==> src/rtl/fetch_unit_if.sv <==
// Instruction-memory request/ack bus between the fetch stage and the instruction source.
interface fetch_unit_if #(parameter int PC_W = 5);
  logic            mem_req;
  logic [PC_W-1:0] mem_addr;
  logic [7:0]      mem_data;
  logic            mem_ack;

  modport master (output mem_req, output mem_addr, input mem_data, input mem_ack);
  modport slave  (input mem_req, input mem_addr, output mem_data, output mem_ack);
endinterface

==> src/rtl/fetch_unit.sv <==
// McCoy fetch stage: PC, req/ack instruction fetch, issue to decoder, branch/jump PC select.
module fetch_unit #(
  parameter int PC_W  = 5,
  parameter int CNT_W = 8
) (
  input  logic              clk,
  input  logic              reset,
  input  logic              run,
  fetch_unit_if.master      mem,
  output logic [2:0]        opcode,
  output logic [PC_W-1:0]   operand,
  output logic              ir_valid,
  input  logic              ex_ready,
  input  logic              bez,
  input  logic              ja,
  input  logic              x8_zero,
  output logic [PC_W-1:0]   pc,
  output logic [CNT_W-1:0]  retired
);

  typedef enum logic [1:0] {IDLE, FETCH, ISSUE} state_t;

  state_t            state_q, state_d;
  logic [7:0]        ir_q, ir_d;
  logic [PC_W-1:0]   pc_q, pc_d;
  logic [CNT_W-1:0]  ret_q, ret_d;
  logic              consume;

  assign consume = (state_q == ISSUE) && ex_ready;

  always_ff @(posedge clk) begin
    if (reset) begin
      state_q <= IDLE;
      ir_q    <= 8'h00;
      pc_q    <= '0;
      ret_q   <= '0;
    end else begin
      state_q <= state_d;
      ir_q    <= ir_d;
      pc_q    <= pc_d;
      ret_q   <= ret_d;
    end
  end

  always_comb begin
    state_d = state_q;
    ir_d    = ir_q;
    pc_d    = pc_q;
    ret_d   = ret_q;
    unique case (state_q)
      IDLE:  if (run) state_d = FETCH;
      FETCH: begin
        // run is deliberately ignored here so an issued request always completes
        if (mem.mem_ack) begin
          ir_d    = mem.mem_data;
          state_d = ISSUE;
        end
      end
      ISSUE: begin
        if (consume) begin
          if (ja || (bez && x8_zero)) pc_d = ir_q[PC_W-1:0];
          else                        pc_d = pc_q + 1'b1;
          ret_d   = ret_q + 1'b1;
          state_d = run ? FETCH : IDLE;
        end
      end
      default: state_d = IDLE;
    endcase
  end

  assign mem.mem_req  = (state_q == FETCH);
  assign mem.mem_addr = pc_q;
  assign ir_valid     = (state_q == ISSUE);
  assign opcode       = ir_q[7:5];
  assign operand      = ir_q[PC_W-1:0];
  assign pc           = pc_q;
  assign retired      = ret_q;

endmodule

==> src/flat_wrapper.sv <==
// flat-port wrapper written by rule: the top's interface ports become plain ports
module fetch_unit_flat 
#(
  parameter int PC_W  = 5,
  parameter int CNT_W = 8
)
  (clk, reset, run, opcode, operand, ir_valid, ex_ready, bez, ja, x8_zero, pc, retired, mem_mem_req, mem_mem_addr, mem_mem_data, mem_mem_ack);
  fetch_unit_if #(.PC_W(PC_W)) mem_i ();
  input  logic clk;
  input  logic reset;
  input  logic run;
  output logic [2:0] opcode;
  output logic [PC_W-1:0] operand;
  output logic ir_valid;
  input  logic ex_ready;
  input  logic bez;
  input  logic ja;
  input  logic x8_zero;
  output logic [PC_W-1:0] pc;
  output logic [CNT_W-1:0] retired;
  output wire logic [$bits(mem_i.mem_req)-1:0] mem_mem_req;
  output wire logic [$bits(mem_i.mem_addr)-1:0] mem_mem_addr;
  input wire logic [$bits(mem_i.mem_data)-1:0] mem_mem_data;
  input wire logic [$bits(mem_i.mem_ack)-1:0] mem_mem_ack;
  assign mem_mem_req = mem_i.mem_req;
  assign mem_mem_addr = mem_i.mem_addr;
  assign mem_i.mem_data = mem_mem_data;
  assign mem_i.mem_ack = mem_mem_ack;
  fetch_unit #(.PC_W(PC_W), .CNT_W(CNT_W)) u_core (.clk(clk), .reset(reset), .run(run), .mem(mem_i), .opcode(opcode), .operand(operand), .ir_valid(ir_valid), .ex_ready(ex_ready), .bez(bez), .ja(ja), .x8_zero(x8_zero), .pc(pc), .retired(retired));
endmodule
==> config.mk <==
export PLATFORM = sky130hd
export DESIGN_NAME = fetch_unit_flat
export DESIGN_NICKNAME = d
export VERILOG_FILES = /design/src/rtl/fetch_unit_if.sv /design/src/rtl/fetch_unit.sv /design/src/flat_wrapper.sv
export SDC_FILE = /design/constraint.sdc
export NUM_CORES = 1
export LEC_CHECK = 0
export ABC_CLOCK_PERIOD_IN_PS = 2500
export BUFFER_PORTS_ARGS = -buffer_cell sky130_fd_sc_hd__buf_2
export CAP_MARGIN = 20
export CELL_PAD_IN_SITES_DETAIL_PLACEMENT = 1
export CELL_PAD_IN_SITES_GLOBAL_PLACEMENT = 2
export CORE_ASPECT_RATIO = 1.75
export CORE_MARGIN = 4
export CORE_UTILIZATION = 30
export CTS_BUF_LIST = sky130_fd_sc_hd__clkbuf_8
export DETAILED_ROUTE_END_ITERATION = 10
export PLACE_DENSITY = 0.84
export SETUP_SLACK_MARGIN = 0.1
export SLEW_MARGIN = 10
export SYNTH_ARGS = -nofsm -noshare
export SYNTH_HDL_FRONTEND = slang
export SYNTH_SLANG_ARGS = --single-unit
==> constraint.sdc <==
create_clock -name clk -period 2.5 [get_ports clk]
set_clock_uncertainty 0.15 [all_clocks]
set_input_delay 0.25 -clock clk [delete_from_list [all_inputs] [get_ports clk]]
set_output_delay 0.25 -clock clk [all_outputs]
set_load 0.01 [all_outputs]
* After elaboration in Yosys (flattened, before gate mapping)
Index checks and enable logic that the tools add are counted. W data, S select, Z words.
Word-level totals: bits in registers 23, word-level logic and storage cells 24
Operators by class: multiplexer cells 6, equal/unequal tests 5, add/subtract/negate cells 2, reduce and logical (&&, ||, !) cells 7
Operators by type and width (count):
- $add A8 B1 Y8 const B | 1
- $mux W2 | 3
- $pmux W2 S3 | 1
- $add A5 B1 Y5 const B | 1
- $mux W5 | 1
- $ne A2 B1 Y1 const B | 2
- $reduce_and A2 Y1 | 2
- $reduce_and A3 Y1 | 1
- $eq A2 B1 Y1 const B | 1
- $eq A2 B2 Y1 const B | 1
- $logic_and A1 B1 Y1 | 2
- $logic_not A2 Y1 | 1
- $ne A2 B2 Y1 const B | 1
- $logic_or A1 B1 Y1 | 1
- $mux W1 | 1

* Logic depth before layout (Yosys ltp)
Gate-level depths: netlist of run 1.
depth after elaboration 4, gate-level depth with buffers 5

* Least setup slack after synthesis of run 1
No wires, ideal clock.
path kind register to register, start point reg u_core.ret_q[0] (netlist: u_core.retired[0]), end point reg u_core.ret_q[4] (netlist: u_core.retired[4]), library setup time 0.070 ns, path slack 1.048 ns, cell stages (with the launch flop) 5, arrival 1.231 ns, cells stage by stage dfxtp_1 > ha_1 > nand4b_1 > or3_1 > a21oi_1
Between the ends: cells in the longest elaborated chain, start to end 1
RTL lines:
- start, declared | RTL line fetch_unit.sv:26 | logic [CNT_W-1:0] ret_q, ret_d;
- start signal, assigned | RTL line fetch_unit.sv:41 | ret_q <= ret_d;
- $add A8 B1 Y8 | RTL line fetch_unit.sv:63 | ret_d = ret_q + 1'b1;
Every way passes these cells. A chain may end at the register's enable or synchronous reset.

* Worst setup path after layout of run 1
start point reg u_core.state_q[1], end point reg u_core.ir_q[5]
Between the ends: cells in the longest elaborated chain, start to end 2
RTL lines:
- start, declared | RTL line fetch_unit.sv:23 | state_t state_q, state_d;
- start signal, assigned | RTL line fetch_unit.sv:38 | state_q <= state_d;
- $eq A2 B1 Y1 | RTL line fetch_unit.sv:50 | unique case (state_q)
- $reduce_and A2 Y1 (no line)
- end signal, assigned | RTL line fetch_unit.sv:39 | ir_q <= ir_d;
- end, declared | RTL line fetch_unit.sv:24 | logic [7:0] ir_q, ir_d;
Every way passes these cells.

==> results.toml, run 1 <==
[yosys]
seq_area_frac_synth_pct = 42.1
syn_inst = 118
ys_warn_count = 0
synth.avg_cell_area_um2 = 9.27
synthDistinctLibCells = 31
syn-num-nets = 136
synth-seq-cells = 23
syn-cell-area_mm2 = 0.00109

[detailed_routing]
vias_per_cell = 5.14
ant_nets = 0
drtIter0Drc = 14
firstDrtPassIters = 4
vias = 1027
wirelength_um = 2980
wl_per_cell_um = 14.9
post-route-drc-count = 0

[global_route]
grt_first_pass_wirelength_um = 4890
grt_max_degree = 25
antenna_found_initial = 0
overflow = 0
grt_pass1_vias = 1073
grt_usage_pct = 13.8

[floorplanning]
core_area_mm2 = 0.00343
io-pin-count = 44
rows = 28
dieArea_mm2 = 0.00471
die_y_um = 87.9
start_util_pct = 31.9
die_w_um = 53.6

[clock_network]
tritoncts = "built"
cts_setup_buffers = 0
ctsResizeCount = 0
clock_sinks = 23
cts-root-buf = "clkbuf_8"
ctsHoldBuffers = 0
clk_pin_slew_ns = 0.08
cts_buffers = 3
cts.path.max_buffers = 2
cts-htree-levels = 1
clkLatencyLatePin_ns = 0.26

[power]
comb_power_share_pct = 11.5
p_seq_share_pct = 55.8
leakage_nw = 0.650
power.switching_mw = 0.170
intPower_mw = 0.524
swShare_pct = 24.5
power.density_mw_per_mm2 = 514
p_clk_share_pct = 32.7
peakVddDrop_v = 0.000265

[place]
place_ws_ns = 0.859
io_buffers = 43
gp_congestion = 0.663
dp_hpwl_um = 2310
dp_cells = 196

[cells_and_area]
finalNetCount = 174
fillCellCount = 442
final_common_cell = "buf_2"
layout-drive-gt1-share_pct = 31.6
stdcell_count = 200
diodes = 0
mostFrequentLayoutCells = "buf_2 (43), dfxtp_1 (23), mux2i_1 (12), nor2_1 (12), a21oi_1 (11)"
area_growth_pct = 23.5

[flow_run]
max_cap_violations = 0

[worst_setup_path]
cp.arrival_ns = 1.61
crit_family = "simple AND/OR/NAND/NOR gates"
cp_max_fo = 9
cp_slowest_cell = "nand3b_1"
cp-end-kind = "flip-flop"
cp-start-kind = "flip-flop"
cp_cell_sequence = "nand3b_1 > mux2i_1 > nor2_1"
cp_data_required_time_ns = 2.50
slowest_delay_ns = 0.53
cp_num_buf_inv = 0
critPathKind = "flip-flop to flip-flop"
cp.depth = 3
r2r_cells = 3

[timing]
drv_slew = 0
finalSetupViolCount = 0
final-hold-violation-count = 0
tightest_slew_ns = 0.627
rsz0062_at_grt = "no"
finalSetupTns_ns = 0
slew_headroom_pct = 58.1
fin_worst_hold_slack_ns = 0.0671
timing.fmax_ghz = 0.621
finalWorstSetupSlack_ns = 0.890
fin_crit_sh_pct = 64.4
min_period_ns = 1.61

[min_path]
whs_path_depth = 3
hp-class = "primary input to flip-flop"

[status]
outcome = "completed"
-- cells in the mapped netlist --
master | count | area [µm²]
o32ai_1 | 3 | 26.3
nand3b_1 | 5 | 37.5
nand3_1 | 2 | 10.0
nand2_1 | 5 | 18.8
a211oi_1 | 1 | 7.51
xnor2_1 | 1 | 8.76
buf_2 | 3 | 15.0
nand4_2 | 1 | 12.5
a31oi_1 | 1 | 6.26
a211o_1 | 1 | 8.76
a21oi_2 | 1 | 8.76
and3b_1 | 1 | 8.76
or3_1 | 3 | 18.8
or4_1 | 2 | 15.0
buf_4 | 5 | 37.5
o31ai_1 | 2 | 15.0
dfxtp_1 | 23 | 460
xor2_1 | 1 | 8.76
nor2_1 | 12 | 45.0
mux2i_1 | 12 | 120
ha_1 | 2 | 25.0
and4b_1 | 2 | 20.0
a21oi_1 | 11 | 55.1
clkbuf_1 | 2 | 7.51
nand2b_1 | 2 | 12.5
inv_1 | 4 | 15.0
nand4b_1 | 1 | 8.76
nand4_1 | 2 | 12.5
nor2b_1 | 3 | 18.8
o21ai_0 | 3 | 15.0
nand2b_4 | 1 | 13.8
-- metal layers --
metal  vias up  share of wire [%]  track usage (%)
met5         -                  0                0
met4         0                1.7             5.58
met3         5                5.0             2.56
met2        30                 56             26.3
met1       498                 38             14.0
li1        494                  -                -
-- state kept, by name, summed over array words and instances, names as in the netlist --
signal               cells
u_core.mem.mem_addr      5
u_core.ir_q              8
u_core.state_q           2
u_core.retired           8
-- power groups by stage --
stage | logic, mW | clock network, mW | registers [mW]
detailed placement | 0.0814 | 0 | 0.397
CTS | 0.0817 | 0.237 | 0.388
global route | 0.0885 | 0.252 | 0.391
global placement | 0.0786 | 0 | 0.396
finish | 0.0798 | 0.227 | 0.388
floorplan | 0.0492 | 0 | 0.395
-- through the flow --
| step | power (mW) | util, % | area [µm²] |
|---|---|---|---|
| floorplan | 0.444 | - | 1090 |
| global placement | 0.474 | 38.0 | 1310 |
| detailed placement | 0.478 | 38.0 | 1310 |
| CTS | 0.707 | 39.3 | 1350 |
| global route | 0.731 | 39.3 | 1350 |
| finish | 0.694 | 39.3 | 1350 |
-- worst paths after layout --
kind	end	startpoint	slack [ns]
worst min register to register	u_core.retired[7]	u_core.retired[7]	0.35
worst min-delay path	u_core.ir_q[2]	mem_mem_data[2]	0.07
worst max register to register	u_core.ir_q[5]	u_core.state_q[1]	0.89
worst max-delay path	u_core.ir_q[5]	u_core.state_q[1]	0.89
-- final cells by class --
cell class	instances	area [µm²]	share of cell area, %
sequential	23	460	34.1
tap	45	56.3	4.17
clock buffer	3	41.3	3.06
inverter	4	15.0	1.11
timing repair buffer	43	215	15.9
multi-input combinational	81	558	41.3
clock inverter	1	3.75	0.278
-- kinds of logic after synthesis --
kind of cell / after synthesis / synth area share, %
DFF: 23 / 42.1
AOI/OAI and AO/OA: 23 / 13.0
muxes: 12 / 11.0
and+or+nand+nor: 42 / 23.1
buffers and inverters: 14 / 6.86
xor gates and xnor gates: 2 / 1.60
adders and majority gates: 2 / 2.29
-- tightest hold or removal path: stages --
cell and delay, ns:
buf_2 0.08, mux2i_1 0.05, nor2_1 0.07
Power figures use the tool's default switching activity.
==> inputs of run 2 (changes only) <==
--- a/config.mk
+++ b/config.mk
@@ -5,17 +5,17 @@
 export SDC_FILE = /design/constraint.sdc
 export NUM_CORES = 1
 export LEC_CHECK = 0
-export ABC_CLOCK_PERIOD_IN_PS = 2500
+export ABC_CLOCK_PERIOD_IN_PS = 1500
 export BUFFER_PORTS_ARGS = -buffer_cell sky130_fd_sc_hd__buf_2
 export CAP_MARGIN = 20
 export CELL_PAD_IN_SITES_DETAIL_PLACEMENT = 1
 export CELL_PAD_IN_SITES_GLOBAL_PLACEMENT = 2
 export CORE_ASPECT_RATIO = 1.75
 export CORE_MARGIN = 4
-export CORE_UTILIZATION = 30
+export CORE_UTILIZATION = 28
 export CTS_BUF_LIST = sky130_fd_sc_hd__clkbuf_8
 export DETAILED_ROUTE_END_ITERATION = 10
-export PLACE_DENSITY = 0.84
+export PLACE_DENSITY = 0.79
 export SETUP_SLACK_MARGIN = 0.1
 export SLEW_MARGIN = 10
 export SYNTH_ARGS = -nofsm -noshare
==> constraint.sdc (replaced) <==
create_clock -name clk -period 1.5 [get_ports clk]
set_clock_uncertainty 0.15 [all_clocks]
set_input_delay 0.15 -clock clk [delete_from_list [all_inputs] [get_ports clk]]
set_output_delay 0.15 -clock clk [all_outputs]
set_load 0.01 [all_outputs]
==> run 2 against run 1 <==
Compared with the run above: sequential power is 65% higher; utilization is 2.8 points higher; total power is 72% higher; cell area is 15% higher; die area is 6.3% higher; highest routed layer unchanged.
==> results.toml, run 2 (synthesis results as in run 1) <==
[flow_run]
max_cap_violations = 0

[timing]
timing.fmax_ghz = 0.695
fin_crit_sh_pct = 95.9
slew_headroom_pct = 80.9
finalSetupTns_ns = 0
final-hold-violation-count = 0
drv_slew = 0
finalSetupViolCount = 0
fin_worst_hold_slack_ns = 0.000656
tightest_slew_ns = 0.286
min_period_ns = 1.44
rsz0062_at_grt = "yes"

[global_route]
grt_first_pass_wirelength_um = 5040
grt_usage_pct = 12.2
grt_max_degree = 16
antenna_found_initial = 0
overflow = 0
grt_pass1_vias = 1080

[worst_setup_path]
cp_max_fo = 5
cp_data_required_time_ns = 1.55
critPathKind = "flip-flop to flip-flop"
cp.arrival_ns = 1.49
cp-end-kind = "flip-flop"
cp-start-kind = "flip-flop"

[detailed_routing]
wl_per_cell_um = 14.0
ant_nets = 0
drtIter0Drc = 17
top_layer = "met4"
firstDrtPassIters = 3
wirelength_um = 3040
wl_met2_um = 1660
vias_per_cell = 4.88
met1_length_um = 1230
post-route-drc-count = 0
vias = 1063
wl_met3_um = 113

[place]
dp_cells = 200
gp_congestion = 0.659
dp_hpwl_um = 2290
io_buffers = 43

[cells_and_area]
fillCellCount = 456
layout-drive-gt1-share_pct = 40.1
finalNetCount = 191
area_growth_pct = 42.6
final_common_cell = "buf_2"
stdcell_count = 218
mostFrequentLayoutCells = "buf_2 (43), dfxtp_1 (15), mux2i_1 (12), nor2_1 (12), a21oi_1 (10)"
post-route-util_pct = 42.1
diodes = 0

[status]
outcome = "completed"

[floorplanning]
start_util_pct = 29.5
die_w_um = 55.2
die_y_um = 90.7
core_area_mm2 = 0.00370
io-pin-count = 44
dieArea_mm2 = 0.00501
rows = 29

[clock_network]
cts_buffers = 3
cts-htree-levels = 1
clk_pin_slew_ns = 0.08
clock_sinks = 23
cts-root-buf = "clkbuf_8"
clkLatencyLatePin_ns = 0.26
tritoncts = "built"
cts.path.max_buffers = 2

[power]
p_seq_share_pct = 53.7
peakVddDrop_v = 0.000485
leakage_nw = 0.741
p_clk_share_pct = 32.1
power.switching_mw = 0.296
comb_power_share_pct = 14.1
power.density_mw_per_mm2 = 767
swShare_pct = 24.8
intPower_mw = 0.899

[min_path]
hp-class = "primary input to flip-flop"
run 2: power by group through the flow:
stage	logic (mW)	registers, mW	clock network (mW)
2_1_floorplan	0.0836	0.659	0
3_3_place_gp	0.143	0.660	0
3_5_place_dp	0.147	0.661	0
5_1_grt	0.187	0.646	0.425
6_report	0.169	0.642	0.384
4_1_cts	0.167	0.643	0.403
run 2: final cells by class:
cell class	count	area, µm²	share of cell area (%)
Clock buffer	3	41.3	2.65
Clock inverter	1	3.75	0.241
Inverter	4	15.0	0.963
Multi-Input combinational cell	81	584	37.5
Sequential cell	23	480	30.8
Tap cell	46	57.6	3.69
Timing Repair Buffer	60	377	24.2
run 2: repair_timing:
item | CTS | global route
hold buffers | 8 | 0
endpoints found under the hold margin | 8 | 0
pin swaps | 2 | 6
endpoints found under the setup margin | 6 | 16
setup buffers | 2 | 4
gates resized for setup | 5 | 11
run 2: path summary, 6_finish.rpt:
path                                   startpoint           endpoint  slack (ns)  depth (start not counted)
worst max-delay path            u_core.retired[0]  u_core.retired[7]        0.06                          4
worst min-delay path              mem_mem_data[4]     u_core.ir_q[4]      0.0007                          3
worst max register to register  u_core.retired[0]  u_core.retired[7]        0.06                          4
worst min register to register  u_core.retired[7]  u_core.retired[7]        0.34                          2
run 2: per-layer routing:
layer / up-vias / GRT usage (%)
li1: 528 / -
met1: 505 / 13.0
met2: 26 / 23.2
met3: 4 / 2.15
met4: 0 / 4.26
met5: - / 0
run 2: critical path: stages (launching register included):
cell and delay [ns]:
dfxtp_4 0.38, buf_6 0.10, nand4_4 0.10, or4_1 0.52, a21oi_1 0.13
run 2: per-stage QoR:
stage	setup slack (ns)	power [mW]	area, µm²
floorplan	0.100	0.743	1100
global placement	0.0523	0.804	1350
CTS	0.0762	1.21	1490
global route	0.00366	1.26	1560
detailed placement	0.00897	0.808	1350
finish	0.0620	1.20	1560
